[config.mk]
export PLATFORM = sky130hd
export DESIGN_NAME = fetch_sequencer
export DESIGN_NICKNAME = d
export VERILOG_FILES = /design/src/rtl/seq_pkg.sv /design/src/rtl/fetch_sequencer_ret_stack.sv /design/src/rtl/fetch_sequencer.sv
export SDC_FILE = /design/constraint.sdc
export NUM_CORES = 1
export LEC_CHECK = 0
export CORE_AREA = 2 2 83 93
export CTS_CLUSTER_DIAMETER = 60
export DETAILED_ROUTE_END_ITERATION = 10
export DIE_AREA = 0 0 85 95
export PLACE_DENSITY_LB_ADDON = 0.2
export SLEW_MARGIN = 20
export SYNTH_ARGS = -nofsm -noshare
export SYNTH_HDL_FRONTEND = slang
export SYNTH_SLANG_ARGS = --single-unit
[constraint.sdc]
create_clock -name clk -period 3.7 [get_ports clk]
set_clock_uncertainty 0.05 [all_clocks]
set_input_delay 0.74 -clock clk [delete_from_list [all_inputs] [get_ports clk]]
set_output_delay 0.74 -clock clk [all_outputs]
set_load 0.01 [all_outputs]
[src/rtl/seq_pkg.sv]
// Shared types for the fetch sequencer: control-flow opcodes and FSM states.
package seq_pkg;
    localparam int BR_OP_W = 3;

    typedef enum logic [BR_OP_W-1:0] {
        BR_NONE = 3'b000,
        BR_JMP  = 3'b001,
        BR_BRC  = 3'b010,
        BR_BRNC = 3'b011,
        BR_CALL = 3'b100,
        BR_RET  = 3'b101,
        BR_HALT = 3'b110,
        BR_RSVD = 3'b111
    } br_op_t;

    typedef enum logic [1:0] {
        ST_RUN    = 2'd0,
        ST_HALTED = 2'd1,
        ST_FAULT  = 2'd2
    } seq_state_t;
endpackage

[src/rtl/fetch_sequencer_ret_stack.sv]
// Hardware return-address stack; push is ignored when full, pop when empty.
module ret_stack #(
    parameter int D  = 12,
    parameter int SD = 4
) (
    input  logic         clk,
    input  logic         reset,
    input  logic         push,
    input  logic         pop,
    input  logic [D-1:0] din,
    output logic [D-1:0] top,
    output logic         full,
    output logic         empty
);
    localparam int PW = $clog2(SD + 1);

    logic [PW-1:0]        ptr_q, ptr_d;
    logic [SD-1:0][D-1:0] mem_q, mem_d;

    assign full  = (ptr_q == PW'(SD));
    assign empty = (ptr_q == '0);

    always_comb begin
        mem_d = mem_q;
        ptr_d = ptr_q;
        top   = '0;
        // ptr points one past the top entry
        for (int i = 0; i < SD; i++) begin
            if (!empty && PW'(i) == ptr_q - PW'(1)) top = mem_q[i];
        end
        if (push && !full) begin
            for (int i = 0; i < SD; i++) begin
                if (PW'(i) == ptr_q) mem_d[i] = din;
            end
            ptr_d = ptr_q + PW'(1);
        end else if (pop && !empty) begin
            ptr_d = ptr_q - PW'(1);
        end
    end

    always_ff @(posedge clk or posedge reset) begin
        if (reset) begin
            ptr_q <= '0;
            mem_q <= '0;
        end else begin
            ptr_q <= ptr_d;
            mem_q <= mem_d;
        end
    end
endmodule

[src/rtl/fetch_sequencer.sv]
// Control-flow unit: PC, branch/call/return, condition and shift-carry flags,
// and the RUN/HALTED/FAULT state machine that drives done.
module fetch_sequencer
    import seq_pkg::*;
#(
    parameter int D         = 12,
    parameter int SD        = 4,
    parameter int DONE_ADDR = 128
) (
    input  logic               clk,
    input  logic               reset,
    input  logic               stall,
    input  logic [BR_OP_W-1:0] br_op,
    input  logic [D-1:0]       target,
    input  logic               cnd_i,
    input  logic               sc_i,
    input  logic               update_sc,
    input  logic               invert_sc,
    output logic [D-1:0]       prog_ctr,
    output logic               cnd_q,
    output logic               sc_q,
    output logic               done,
    output logic               fault
);
    seq_state_t   state_q, state_d;
    logic [D-1:0] pc_q, pc_d, pc_inc;
    logic         cnd_d, sc_d;
    logic         push, pop, run;
    logic [D-1:0] stk_top;
    logic         stk_full, stk_empty;
    br_op_t       op;

    assign op     = br_op_t'(br_op);
    assign pc_inc = pc_q + D'(1);
    assign run    = (state_q == ST_RUN) && !stall;

    ret_stack #(.D(D), .SD(SD)) u_stack (
        .clk   (clk),
        .reset (reset),
        .push  (push),
        .pop   (pop),
        .din   (pc_inc),
        .top   (stk_top),
        .full  (stk_full),
        .empty (stk_empty)
    );

    always_comb begin
        pc_d    = pc_q;
        cnd_d   = cnd_q;
        sc_d    = sc_q;
        state_d = state_q;
        push    = 1'b0;
        pop     = 1'b0;
        if (run) begin
            cnd_d = cnd_i;
            if (invert_sc)      sc_d = ~sc_q;
            else if (update_sc) sc_d = sc_i;
            case (op)
                BR_JMP:  pc_d = target;
                BR_BRC:  pc_d = cnd_q ? target : pc_inc;
                BR_BRNC: pc_d = cnd_q ? pc_inc : target;
                BR_CALL: begin
                    if (stk_full) begin
                        state_d = ST_FAULT;
                    end else begin
                        push = 1'b1;
                        pc_d = target;
                    end
                end
                BR_RET: begin
                    if (stk_empty) begin
                        state_d = ST_FAULT;
                    end else begin
                        pop  = 1'b1;
                        pc_d = stk_top;
                    end
                end
                BR_HALT: state_d = ST_HALTED;
                default: pc_d = pc_inc;
            endcase
        end
    end

    always_ff @(posedge clk or posedge reset) begin
        if (reset) begin
            state_q <= ST_RUN;
            pc_q    <= '0;
            cnd_q   <= 1'b0;
            sc_q    <= 1'b0;
        end else begin
            state_q <= state_d;
            pc_q    <= pc_d;
            cnd_q   <= cnd_d;
            sc_q    <= sc_d;
        end
    end

    assign prog_ctr = pc_q;
    assign fault    = (state_q == ST_FAULT);
    // FAULT also reports done so a faulting program still terminates
    assign done     = (state_q != ST_RUN) || (pc_q == D'(DONE_ADDR));
endmodule

==> results of run 1 <==
## sequential cells by signal (all words and copies together), names as in the netlist
signal,flops
u_stack.ptr_q,3
cnd_q,1
u_stack.mem_q,48
sc_q,1
prog_ctr,12
state_q,2
## metrics by stage
stage | utilization [%] | setup slack, ns | instance area [um2] | hold WS (ns)
after floorplan | - | 1.23 | 3820 | 0.391
after global placement | 58.5 | 0.723 | 4230 | 0.406
after detailed placement | 58.5 | 0.663 | 4230 | 0.419
after CTS | 61.6 | 0.753 | 4450 | 0.436
after global routing | 61.6 | 0.617 | 4450 | 0.453
final | 61.6 | 0.758 | 4450 | 0.428
## cell type report
| cell class | instances | area share, % |
|---|---|---|
| clock buffer | 9 | 2.78 |
| clock inverter | 7 | 2.28 |
| timing repair buffer | 45 | 9.67 |
| sequential | 67 | 37.7 |
| tap | 87 | 2.45 |
| inverter | 12 | 1.01 |
| multi-input combinational | 330 | 44.1 |
## how the worst min path moves through the flow
stage,startpoint,end,slack [ns],cells after the start
global route,u_stack.mem_q[20]$_DFFE_PP0P_,u_stack.mem_q[20]$_DFFE_PP0P_,0.45,2
global placement,u_stack.mem_q[34]$_DFFE_PP0P_,u_stack.mem_q[34]$_DFFE_PP0P_,0.41,2
finish,u_stack.mem_q[34]$_DFFE_PP0P_,u_stack.mem_q[34]$_DFFE_PP0P_,0.43,2
CTS,u_stack.mem_q[34]$_DFFE_PP0P_,u_stack.mem_q[34]$_DFFE_PP0P_,0.44,2
detailed placement,u_stack.mem_q[34]$_DFFE_PP0P_,u_stack.mem_q[34]$_DFFE_PP0P_,0.42,2
floorplan,u_stack.mem_q[33]$_DFFE_PP0P_,u_stack.mem_q[33]$_DFFE_PP0P_,0.39,2
## worst max-delay path, delay by kind of cell, from the launching register on
kind            cells  cell delay, ns
buf+inv             2            0.76
compound gates      1            0.26
simple gates        1            0.08
fa+ha+maj           1            0.16
flops               1            0.55
## metal layers
metal  global-route usage, %  wire length (um)  up-vias  share of wire, %
li1                        -                 -     1605                 -
met1                    31.6              4090     1592                43
met2                    42.0              4700       84                50
met3                    3.32               331       26               3.5
met4                    12.0               305        0               3.2
met5                       0                 0        -                 0
## synthesized netlist by cell type (3+ instances only)
cell and n:
buf_2 14, ha_1 10, a221oi_1 4, nand3_1 9, nor3_1 4, o211ai_1 5
and3_1 4, xor2_1 6, buf_4 5, nor2_1 32, a22o_1 8, o21ai_1 4
a32oi_1 4, o21ai_0 59, a31oi_1 9, a21oi_1 26, mux2_2 6, dfrtp_1 67
inv_1 11, clkbuf_1 7, nand2b_1 4, o22ai_1 3, nand2_1 76, xnor2_1 8
nand3b_1 4, nor2b_1 4
## power groups by stage
| stage | combinational [mW] | clock (mW) | sequential (mW) |
|---|---|---|---|
| after floorplan | 0.895 | 0 | 1.13 |
| after global routing | 1.47 | 0.727 | 1.21 |
| after CTS | 1.32 | 0.695 | 1.17 |
| final | 1.31 | 0.694 | 1.18 |
| after detailed placement | 1.31 | 0 | 1.19 |
| after global placement | 1.29 | 0 | 1.18 |
## kinds of logic after synthesis
family / Yosys count / synth area share (%)
buffers and inverters: 38 / 4.68
AND/OR/NAND/NOR: 154 / 19.1
multiplexers: 8 / 2.29
flip-flops: 67 / 43.9
AO/OA/AOI/OAI: 143 / 23.3
adder cells (fa/ha/maj): 11 / 3.54
XOR/XNOR: 14 / 3.21
==> run metrics, run 1 <==
First-pass DRT Iterations=5; CTS sink cnt=67; Placer Congestion=0.834; area of the multi-input gates=0.00196 mm2; Reg clk slew, reported paths=0.07 ns; power per cell area=715 mW/mm2; Largest stage delay, worst path=0.59 ns; Core ar.=0.00723 mm2; post-synth top area share=43.9%; combinational power share=41.2%; r2r endpoint=prog_ctr[9]$_DFFE_PP0P_; cts hold-fix bufs=0; total CTS buffers=9; P_int=1.85 mW; crit path cell chain=inv_1 > ha_1 > nand4_1 > o41ai_1 > clkdlybuf4s50_1; slowest stage cell, crit path=clkdlybuf4s50_1; crit path time final=2.94 ns; path depth of the worst reg2reg path=7; DRC violations left=0; max_cap viols=0; register area=0.00168 mm2; Most used DFF post-synth=dfrtp_1; ys async rst share=100%; clk_lat worst skew=0.36 ns; Root Buffer=clkbuf_8; starting density of the core=52.9%; NetSw=1.33 mW; Die Width=85 um; Post-Syn Nets=467; worst setup path class=reg -> out; initial antenna violation count=0; wire per inst=16.9 um; commonest non-fill, non-tap cells in the layout=nand2_1, dfrtp_1, o21ai_0; Std-Cell Rows=33; sequential power share=37.0%; post-cts resize count=0; Startpoint Class=register; Die ar.=0.00808 mm2; area grow syn2layout=16.5%; Static Leak=1.85 nW; fill count=630; final std cells w/o fill=557; Post-synth EDFFs=0; Hold WC Path Type=reg -> reg; register bit total from synthesis=67; detailed placement HPWL=6860 um; die height=95 um; Max clock buf depth=2; Via density=5.94; syn_area_per_cell=8.78 um2; PortBufs=37; relative slew slack=42.1%; Final Power=3.18 mW; Clk network pwr share=21.8%; vias in the first global route=3214; synth warn=0; status=complete, no violations; Worst-Margin Slew=0.868 ns; Congestion Overflow GR=0; Post-CTS Setup Inserts=0; worst vdd ir=0.463 mV; FMAX=0.340 GHz; Syn Inst Count=435; H-tree depth=3; Critical path origin=prog_ctr[0]$_DFFE_PP0P_; Final ANT Viol Nets=0; CP required=2.91 ns; setup slack, reg-to-reg=1.11 ns; Synth area leaders=dfrtp_1, o21ai_0, nand2_1, a21oi_1, ha_1; Iteration-0 DRC Markers=240; WP data arrival=2.15 ns; Netlist Area Pre-Place=0.00382 mm2; Setup-failing EPs final=0; gr usage total=24.9%; largest net degree at the start of global routing=27; CTS tree=yes; post-synth top area cell=dfrtp_1; first-pass GRT wire length=15600 um; share of post-route cells with drive strength above 1=9.57%; Net Sw Frac=41.9%; crit share post-route=79.5%; fin nets=497; Final Hold Vio Count=0; RSZ-0062 raised after global routing=no; crit path capture type=primary output; fin. max-slew vios=0; reg2reg start=u_stack.ptr_q[0]$_DFFE_PP0P_; Setup TNS=0 ns; ant diodes=0; total number of vias=3307; dpl cells=541; Top Ports=38; CP endpoint=done; commonest non-fill, non-tap cell in the layout=nand2_1; Distinct cells, synth=57; routed wire length=9430 um; register area share after synthesis=43.9%; CP max FO=11
(Power assumes the default switching activity.)
==> inputs of run 2 (changes only) <==
Settings changed: CORE_AREA 2 2 83 93 to 2 2 85 95, DIE_AREA 0 0 85 95 to 0 0 87 97.
Clock period 3.7 ns to 2.65 ns, I/O delays scaled along.
==> run 2 against run 1 <==
  * Final cell count up 2.3%
  * Sequential power up 36%
  * Critical path depth up 3
  * Die area up 4.5%
  * Critical path type is now reg -> reg
==> run metrics, run 2 (synthesis results as in run 1) <==
total number of vias=3312; Die ar.=0.00844 mm2; routed wire length=9500 um; Final Core Density=61.6%; clk_lat worst skew=0.35 ns; Die Width=87 um; CTS tree=yes; total CTS buffers=9; WP data arrival=2.60 ns; Reg clk slew, reported paths=0.07 ns; fin. max-slew vios=0; detailed placement HPWL=6900 um; Placer Congestion=0.857; pre-CTS setup slack=0.200 ns; worst vdd ir=0.644 mV; fin nets=511; largest net degree at the start of global routing=68; Final Hold Vio Count=0; commonest non-fill, non-tap cells in the layout=nand2_1, dfrtp_1, o21ai_0; setup slack, reg-to-reg=0.29 ns; hold wc startpoint=u_stack.mem_q[33]$_DFFE_PP0P_; crit path cell chain=buf_4 > ha_1 > a21oi_1 > a221oi_1 > nand3_1 > o311ai_0 > a221o_1 > a22o_1; Setup-failing EPs final=0; initial antenna violation count=0; dpl cells=555; Setup TNS=0 ns; area grow syn2layout=19.2%; CP max FO=22; relative slew slack=48.7%; max reg flops=48; slowest stage cell, crit path=ha_1; max_cap viols=0; final std cells w/o fill=570; Core ar.=0.00739 mm2; Static Leak=1.92 nW; Congestion Overflow GR=0; Final ANT Viol Nets=0; Max clock buf depth=2; CP required=2.88 ns; starting density of the core=51.7%; Most flops, register=u_stack.mem_q; first-pass GRT wire length=16100 um; Startpoint Class=register; gr usage total=24.5%; commonest non-fill, non-tap cell in the layout=nand2_1; Worst-Margin Slew=0.769 ns; crit path time final=2.36 ns; crit share post-route=89.2%; Hold WC Path Type=reg -> reg; reg2reg start=u_stack.ptr_q[0]$_DFFE_PP0P_; final worst slack=0.286 ns; vias in the first global route=3304; CP endpoint=prog_ctr[2]$_DFFE_PP0P_; PortBufs=37; CTS sink cnt=67; Largest stage delay, worst path=0.65 ns; Std-Cell Rows=33; share of post-route cells with drive strength above 1=12.0%; wire per inst=16.7 um; First-pass DRT Iterations=4; Via density=5.81; Iteration-0 DRC Markers=222; status=complete, no violations; power per cell area=981 mW/mm2; die height=97 um; worst setup path class=reg -> reg; FMAX=0.423 GHz; Top Ports=38; Critical path origin=u_stack.ptr_q[0]$_DFFE_PP0P_; crit path capture type=register; RSZ-0062 raised after global routing=no; Post-CTS Setup Inserts=0; H-tree depth=3; DRC violations left=0; ant diodes=0; path depth of the worst reg2reg path=8; fill count=641; r2r endpoint=prog_ctr[2]$_DFFE_PP0P_; Root Buffer=clkbuf_8
-- run 2: layer usage --
| metal | global-route usage [%] | share of wire [%] |
|---|---|---|
| met3 | 5.03 | 3.4 |
| met2 | 38.4 | 48 |
| met1 | 33.0 | 46 |
| met5 | 0 | 0 |
| met4 | 9.38 | 2.5 |
-- run 2: how the worst min path moves through the flow --
stage / end / cells past startpoint
2_1_floorplan: u_stack.mem_q[33]$_DFFE_PP0P_ / 2
3_5_place_dp: u_stack.mem_q[33]$_DFFE_PP0P_ / 2
6_report: u_stack.mem_q[33]$_DFFE_PP0P_ / 2
5_1_grt: u_stack.mem_q[12]$_DFFE_PP0P_ / 2
4_1_cts: u_stack.mem_q[33]$_DFFE_PP0P_ / 2
3_3_place_gp: u_stack.mem_q[33]$_DFFE_PP0P_ / 2
-- run 2: final cells by class --
class,count,area [um2],area share [%]
clock buffers,12,165,3.63
clock inverters,3,46.3,1.02
inverters,12,45.0,0.989
multi-input cells,330,1960,43.1
flip-flops and latches,67,1680,36.8
well taps,87,109,2.39
repair buffers,59,547,12.0
-- run 2: per-stage QoR --
step,power (mW),cell area [um2],hold WS (ns)
after floorplan,2.82,3820,0.391
after global placement,3.54,4340,0.405
after detailed placement,3.58,4340,0.412
after CTS,4.48,4550,0.430
after global routing,4.79,4550,0.474
final,4.47,4550,0.429
-- run 2: worst max-delay path: cells and delay by family (launching register included) --
family	cells	cell delay (ns)
and+or+nand+nor	1	0.15
adders and majority gates	1	0.65
DFF	1	0.34
AOI/OAI and AO/OA	5	0.99
buffers and inverters	1	0.13
-- run 2: repair_timing --
action	CTS	global route
resized for setup	1	0
endpoints found under the setup margin	1	0
hold buffers	0	0
hold endpoints to repair	0	0
-- run 2: report_power, final --
part           total (mW)  internal, mW  switching [mW]
clock               0.910         0.508           0.402
sequential           1.61          1.29           0.323
combinational        1.95         0.822            1.12
total                4.47          2.62            1.85
